==> src/rtl/keyboard_pkg.sv <==
// keyboard_pkg: PS/2 set-2 byte constants, default key codes and decoder FSM states.
package keyboard_pkg;
    localparam logic [7:0] KEYCODE_RELEASE  = 8'hF0;
    localparam logic [7:0] KEYCODE_EXTENDED = 8'hE0;
    localparam logic [7:0] KEYCODE_OVERRUN0 = 8'h00;
    localparam logic [7:0] KEYCODE_OVERRUN1 = 8'hFF;
    localparam logic [8:0] KEY_SPACE = 9'h029;
    localparam logic [8:0] KEY_RIGHT = 9'h023;
    localparam logic [8:0] KEY_LEFT  = 9'h01C;
    typedef enum logic [1:0] {IDLE, BRK, EXT, EXT_BRK} kbd_state_t;
endpackage

==> src/rtl/keyboard_decoder_match.sv <==
// keycode_match: compares a 9-bit code against every key table entry; bit 8 only counts with KEYBOARD_EXT_EN.
module keycode_match #(
    parameter int NUM_KEYS = 3
) (
    input  logic [8:0]            code_i,
    input  logic [9*NUM_KEYS-1:0] table_i,
    output logic [NUM_KEYS-1:0]   match_o
);
`ifdef KEYBOARD_EXT_EN
    localparam logic [8:0] MASK = 9'h1FF;
`else
    localparam logic [8:0] MASK = 9'h0FF;
`endif
    for (genvar i = 0; i < NUM_KEYS; i++) begin : g_key
        assign match_o[i] = ((table_i[9*i +: 9] ^ code_i) & MASK) == 9'h000;
    end
endmodule

==> src/rtl/keyboard_decoder.sv <==
// keyboard_decoder: PS/2 set-2 make/break tracker giving held levels and press/release pulses.
// Extended (E0) codes are decoded only when KEYBOARD_EXT_EN is defined.
module keyboard_decoder
    import keyboard_pkg::*;
#(
    parameter int                     NUM_KEYS       = 3,
    parameter logic [9*NUM_KEYS-1:0]  KEY_CODES      = {KEY_LEFT, KEY_RIGHT, KEY_SPACE},
    parameter int                     PREFIX_TIMEOUT = 500000
) (
    input  logic                clk,
    input  logic                rst,
    input  logic [7:0]          byte_data,
    input  logic                byte_valid,
    output logic [NUM_KEYS-1:0] key_held,
    output logic [NUM_KEYS-1:0] key_press,
    output logic [NUM_KEYS-1:0] key_release,
    output logic                prefix_pending
);
    localparam int CW = $clog2(PREFIX_TIMEOUT + 1);
    kbd_state_t          state_q, state_d;
    logic [CW-1:0]       cnt_q, cnt_d;
    logic [NUM_KEYS-1:0] held_q, held_d, press_q, press_d, release_q, release_d;
    logic [NUM_KEYS-1:0] match;
    logic [8:0]          code;
    logic                skip, timeout, mk, brk, is_f0, is_e0, is_ovr;

    assign code    = {state_q == EXT || state_q == EXT_BRK, byte_data};
    assign is_f0   = byte_data == KEYCODE_RELEASE;
    assign is_e0   = byte_data == KEYCODE_EXTENDED;
    assign is_ovr  = byte_data == KEYCODE_OVERRUN0 || byte_data == KEYCODE_OVERRUN1;
    assign timeout = state_q != IDLE && cnt_q >= CW'(PREFIX_TIMEOUT - 1);
`ifdef KEYBOARD_EXT_EN
    assign skip = 1'b0;
`else
    assign skip = is_e0;
`endif

    keycode_match #(.NUM_KEYS(NUM_KEYS)) u_match (
        .code_i (code),
        .table_i(KEY_CODES),
        .match_o(match)
    );

    // a byte arriving in the expiry cycle takes precedence over the timeout
    always_comb begin
        state_d   = state_q;
        held_d    = held_q;
        press_d   = '0;
        release_d = '0;
        mk        = 1'b0;
        brk       = 1'b0;
        if (byte_valid) begin
            if (!skip) begin
                case (state_q)
                    IDLE: begin
                        if (is_f0) state_d = BRK;
                        else if (is_e0) state_d = EXT;
                        else if (is_ovr) begin
                            held_d    = '0;
                            release_d = held_q;
                        end else mk = 1'b1;
                    end
                    BRK: begin
                        if (!is_f0) begin
                            brk     = 1'b1;
                            state_d = IDLE;
                        end
                    end
                    EXT: begin
                        if (is_f0) state_d = EXT_BRK;
                        else if (!is_e0) begin
                            mk      = 1'b1;
                            state_d = IDLE;
                        end
                    end
                    default: begin
                        brk     = 1'b1;
                        state_d = IDLE;
                    end
                endcase
            end
        end else if (timeout) state_d = IDLE;
        if (mk) begin
            held_d  = held_q | match;
            press_d = match & ~held_q;
        end
        if (brk) begin
            held_d    = held_q & ~match;
            release_d = match & held_q;
        end
    end

    assign cnt_d = byte_valid ? '0 :
                   (state_q != IDLE && cnt_q != {CW{1'b1}}) ? cnt_q + 1'b1 : cnt_q;

    always_ff @(posedge clk) begin
        if (rst) begin
            state_q   <= IDLE;
            cnt_q     <= '0;
            held_q    <= '0;
            press_q   <= '0;
            release_q <= '0;
        end else begin
            state_q   <= state_d;
            cnt_q     <= cnt_d;
            held_q    <= held_d;
            press_q   <= press_d;
            release_q <= release_d;
        end
    end

    assign key_held       = held_q;
    assign key_press      = press_q;
    assign key_release    = release_q;
    assign prefix_pending = state_q != IDLE;
endmodule

==> config.mk <==
export PLATFORM = sky130hd
export DESIGN_NAME = keyboard_decoder
export DESIGN_NICKNAME = d
export VERILOG_FILES = /design/src/rtl/keyboard_pkg.sv /design/src/rtl/keyboard_decoder_match.sv /design/src/rtl/keyboard_decoder.sv
export SDC_FILE = /design/constraint.sdc
export NUM_CORES = 1
export LEC_CHECK = 0
export ABC_AREA = 1
export BUFFER_PORTS_ARGS = -buffer_cell sky130_fd_sc_hd__clkbuf_2
export CAP_MARGIN = 20
export CORE_MARGIN = 1
export CORE_UTILIZATION = 50
export CTS_BUF_LIST = sky130_fd_sc_hd__clkbuf_8
export CTS_CLUSTER_SIZE = 8
export DETAILED_ROUTE_END_ITERATION = 8
export GPL_TIMING_DRIVEN = 0
export MAX_ROUTING_LAYER = met4
export PLACE_DENSITY = 0.76
export SLEW_MARGIN = 20
export SYNTH_ARGS = -nofsm -noshare
export SYNTH_HDL_FRONTEND = slang
export SYNTH_SLANG_ARGS = --single-unit
==> constraint.sdc <==
create_clock -name clk -period 2 [get_ports clk]
set_clock_uncertainty 0.1 [all_clocks]
set_input_delay 0.1 -clock clk [delete_from_list [all_inputs] [get_ports clk]]
set_output_delay 0.1 -clock clk [all_outputs]
set_load 0.02 [all_outputs]
==> impl_metrics.env <==
export IMPL_status="finished clean"
export IMPL_ys_warn_count=0
export IMPL_die_w_um=61.8
export IMPL_vias=1802
export IMPL_finalCritPeriodShare=0.897
export IMPL_io_pins=21
export IMPL_finalSetupViolCount=0
export IMPL_first_pass_iters=4
export IMPL_dpl_hpwl_mm=3.09
export IMPL_antenna_found_initial=0
export IMPL_cts_tree="done"
export IMPL_critPathLaunchType="flop"
export IMPL_slowest_stage="dfxtp_1"
export IMPL_syn_inst=277
export IMPL_grt_pass1_wl_mm=6.78
export IMPL_synthTopCellsByArea="dfxtp_1, nand2_1, nor2_1, inv_1, a21oi_1"
export IMPL_setup_tns_ns=0
export IMPL_synth_top_area_share=0.336
export IMPL_postRouteWirelength_mm=4.02
export IMPL_fp_row_count=21
export IMPL_layout_common_cells="nand2_1, nor2_1, inv_1"
export IMPL_maxCapViolations=0
export IMPL_routed_via_density=5.12
export IMPL_ys_types=31
export IMPL_dpl_instance_area_um2=1950
export IMPL_ir_drop_mv=0.392
export IMPL_rrSetupSlack_ns=0.21
export IMPL_yosysSeqAreaShare=0.336
export IMPL_first_global_vias=1550
export IMPL_netlist_top_cell_by_area="dfxtp_1"
export IMPL_start_util=0.528
export IMPL_cp_arrival_ns=1.88
export IMPL_max_slew_margin_rel=0.663
export IMPL_cts_sinks=30
export IMPL_grt_max_degree=11
export IMPL_worstSkewPairLatency_ns=0.29
export IMPL_core_area_um2=3390
export IMPL_critical_path_class="flop to flop"
export IMPL_critical_path_max_stage_delay_ns=0.40
export IMPL_worstMarginPinSlew_ns=0.502
export IMPL_die_area_um2=3820
export IMPL_fmax_mhz=557
export IMPL_htreeDepth=2
export IMPL_fill_cells=328
export IMPL_port_buffer_count=20
export IMPL_synth_nets=289
export IMPL_cp_top_family="simple AND/OR/NAND/NOR gates"
export IMPL_whs_endpoint="key_release[1]$_SDFF_PP0_"
export IMPL_nets=317
export IMPL_drcViolationCount=0
export IMPL_syn_area_um2=1790
export IMPL_hold_path_depth=5
export IMPL_syn_to_final_growth_pct=15.0
export IMPL_worst_path_most_repeated_cell="nand2_1"
export IMPL_cts_setup_buffers=0
export IMPL_total_power_uw=1180
export IMPL_final_max_slew_violation_count=0
export IMPL_yosys_register_bits=30
export IMPL_hold_path_class="input pin to flop"
export IMPL_cellLeakagePower_uw=0.000787
export IMPL_rsz0062_at_grt="no"
export IMPL_hp_start="byte_data[1]"
export IMPL_cts_buffer_depth=2
export IMPL_fin_crit_ns=1.79
export IMPL_worstSetupEndpointType="flop"
export IMPL_reg2regPathDepth=8
export IMPL_gp_congestion=0.886
export IMPL_synth_area_per_cell_um2=6.45
export IMPL_grt_overflow=0
export IMPL_design_area_um2=2060
export IMPL_power_per_cell_area_nw_per_um2=574
export IMPL_root_buffer="clkbuf_8"
export IMPL_crit_buf_inv=1
export IMPL_drtIter0Drc=91
export IMPL_worstPathMaxFanout=4
export IMPL_drtAntennaViolNets=0
export IMPL_crit_required_ns=2.08
export IMPL_r2r_start="cnt_q[0]$_SDFFE_PP0P_"
export IMPL_wire_per_inst_um=11.4
export IMPL_final_common_cell="nand2_1"
export IMPL_cp_cell_sequence="ha_1 -> inv_1 -> nor2_2 -> nand2_1 -> nor2_1 -> nand2_1 -> o21ai_1 -> a21oi_1"
export IMPL_antennaDiodeCount=0
export IMPL_rr_endpoint="cnt_q[10]$_SDFFE_PP0P_"
export IMPL_grt_usage=0.252
export IMPL_hold_viol=0
export IMPL_layout_drive_gt1_share=0.160
export IMPL_cts_buffers_inserted=5
export IMPL_cts_clk_slew_worst_paths_ns=0.07
export IMPL_die_h_um=61.8
==> report_power, final <==
part | switching (uW) | internal [uW]
Clock | 246 | 276
Sequential | 0.476 | 598
Combinational | 39.3 | 19.7
Total | 286 | 893
==> tightest hold or removal path: stages <==
cell and delay (ns):
clkbuf_2 0.10, nand2_1 0.07, nor3_1 0.08, nand2_1 0.07, a21oi_1 0.05
==> per-stage QoR <==
| step | cells | hold slack, ns | util | worst slack (ns) |
|---|---|---|---|---|
| 6_report | 352 | 0.123 | 0.606 | 0.206 |
| 3_3_place_gp | 343 | 0.259 | 0.574 | 0.182 |
| 2_1_floorplan | 277 | 0.0691 | - | 0.457 |
| 4_1_cts | 352 | 0.115 | 0.605 | 0.151 |
| 3_5_place_dp | 343 | 0.258 | 0.574 | 0.164 |
| 5_1_grt | 352 | 0.152 | 0.606 | 0.0281 |
==> cells in the mapped netlist (all sizes together) <==
library cell	n
nand3b	1
xor2	6
o21ba	1
clkbuf	1
nor2	43
a21oi	23
xnor2	1
ha	1
nor3	10
inv	39
dfxtp	30
nor4	5
nand2	65
and3	1
nand4	7
nor3b	2
nand3	23
buf	3
o21ai	15
==> metal layers <==
| metal | vias to the layer above | track usage | part of all wire |
|---|---|---|---|
| met5 | - | - | 0 |
| met4 | 0 | 0.0984 | 0.016 |
| met3 | 7 | 0.0580 | 0.035 |
| met2 | 37 | 0.353 | 0.42 |
| met1 | 800 | 0.347 | 0.53 |
| li1 | 958 | - | - |
==> sequential cells by signal, indices dropped and copies added, names as in the netlist <==
name         flops
key_press        3
key_release      3
key_held         3
cnt_q           19
state_q          2
==> worst max path at each step <==
stage | startpoint | to | cells after the start
3_5_place_dp | cnt_q[0]$_SDFFE_PP0P_ | cnt_q[12]$_SDFFE_PP0P_ | 9
5_1_grt | cnt_q[0]$_SDFFE_PP0P_ | cnt_q[10]$_SDFFE_PP0P_ | 8
4_1_cts | cnt_q[0]$_SDFFE_PP0P_ | cnt_q[12]$_SDFFE_PP0P_ | 9
2_1_floorplan | cnt_q[0]$_SDFFE_PP0P_ | cnt_q[16]$_SDFFE_PP0P_ | 9
3_3_place_gp | cnt_q[0]$_SDFFE_PP0P_ | cnt_q[12]$_SDFFE_PP0P_ | 9
6_report | cnt_q[0]$_SDFFE_PP0P_ | cnt_q[10]$_SDFFE_PP0P_ | 8
==> what timing repair did <==
| action | CTS | global route |
|---|---|---|
| setup endpoints to repair | 0 | 2 |
| hold buffers | 1 | 0 |
| hold endpoints to repair | 3 | 0 |
| gates resized for setup | 0 | 1 |
==> final cells by class <==
class                      instances  area [um2]  share of cell area
timing repair buffer              21         110              0.0536
buffer                             4        31.3              0.0152
clock inverter                     2        12.5             0.00609
multi-input combinational        204        1010               0.494
tap                               46        57.6              0.0280
sequential                        30         601               0.292
inverter                          39         146              0.0712
clock buffer                       6        82.6              0.0402
==> logic make-up after synthesis <==
| group | count (synthesis) | synth area share |
|---|---|---|
| flip-flops | 30 | 0.336 |
| buffers and inverters | 43 | 0.0994 |
| adder cells (fa/ha/maj) | 1 | 0.00700 |
| AND/OR/NAND/NOR | 157 | 0.411 |
| XOR/XNOR | 7 | 0.0343 |
| AO/OA/AOI/OAI | 39 | 0.112 |
Power figures use the tool's default switching activity.
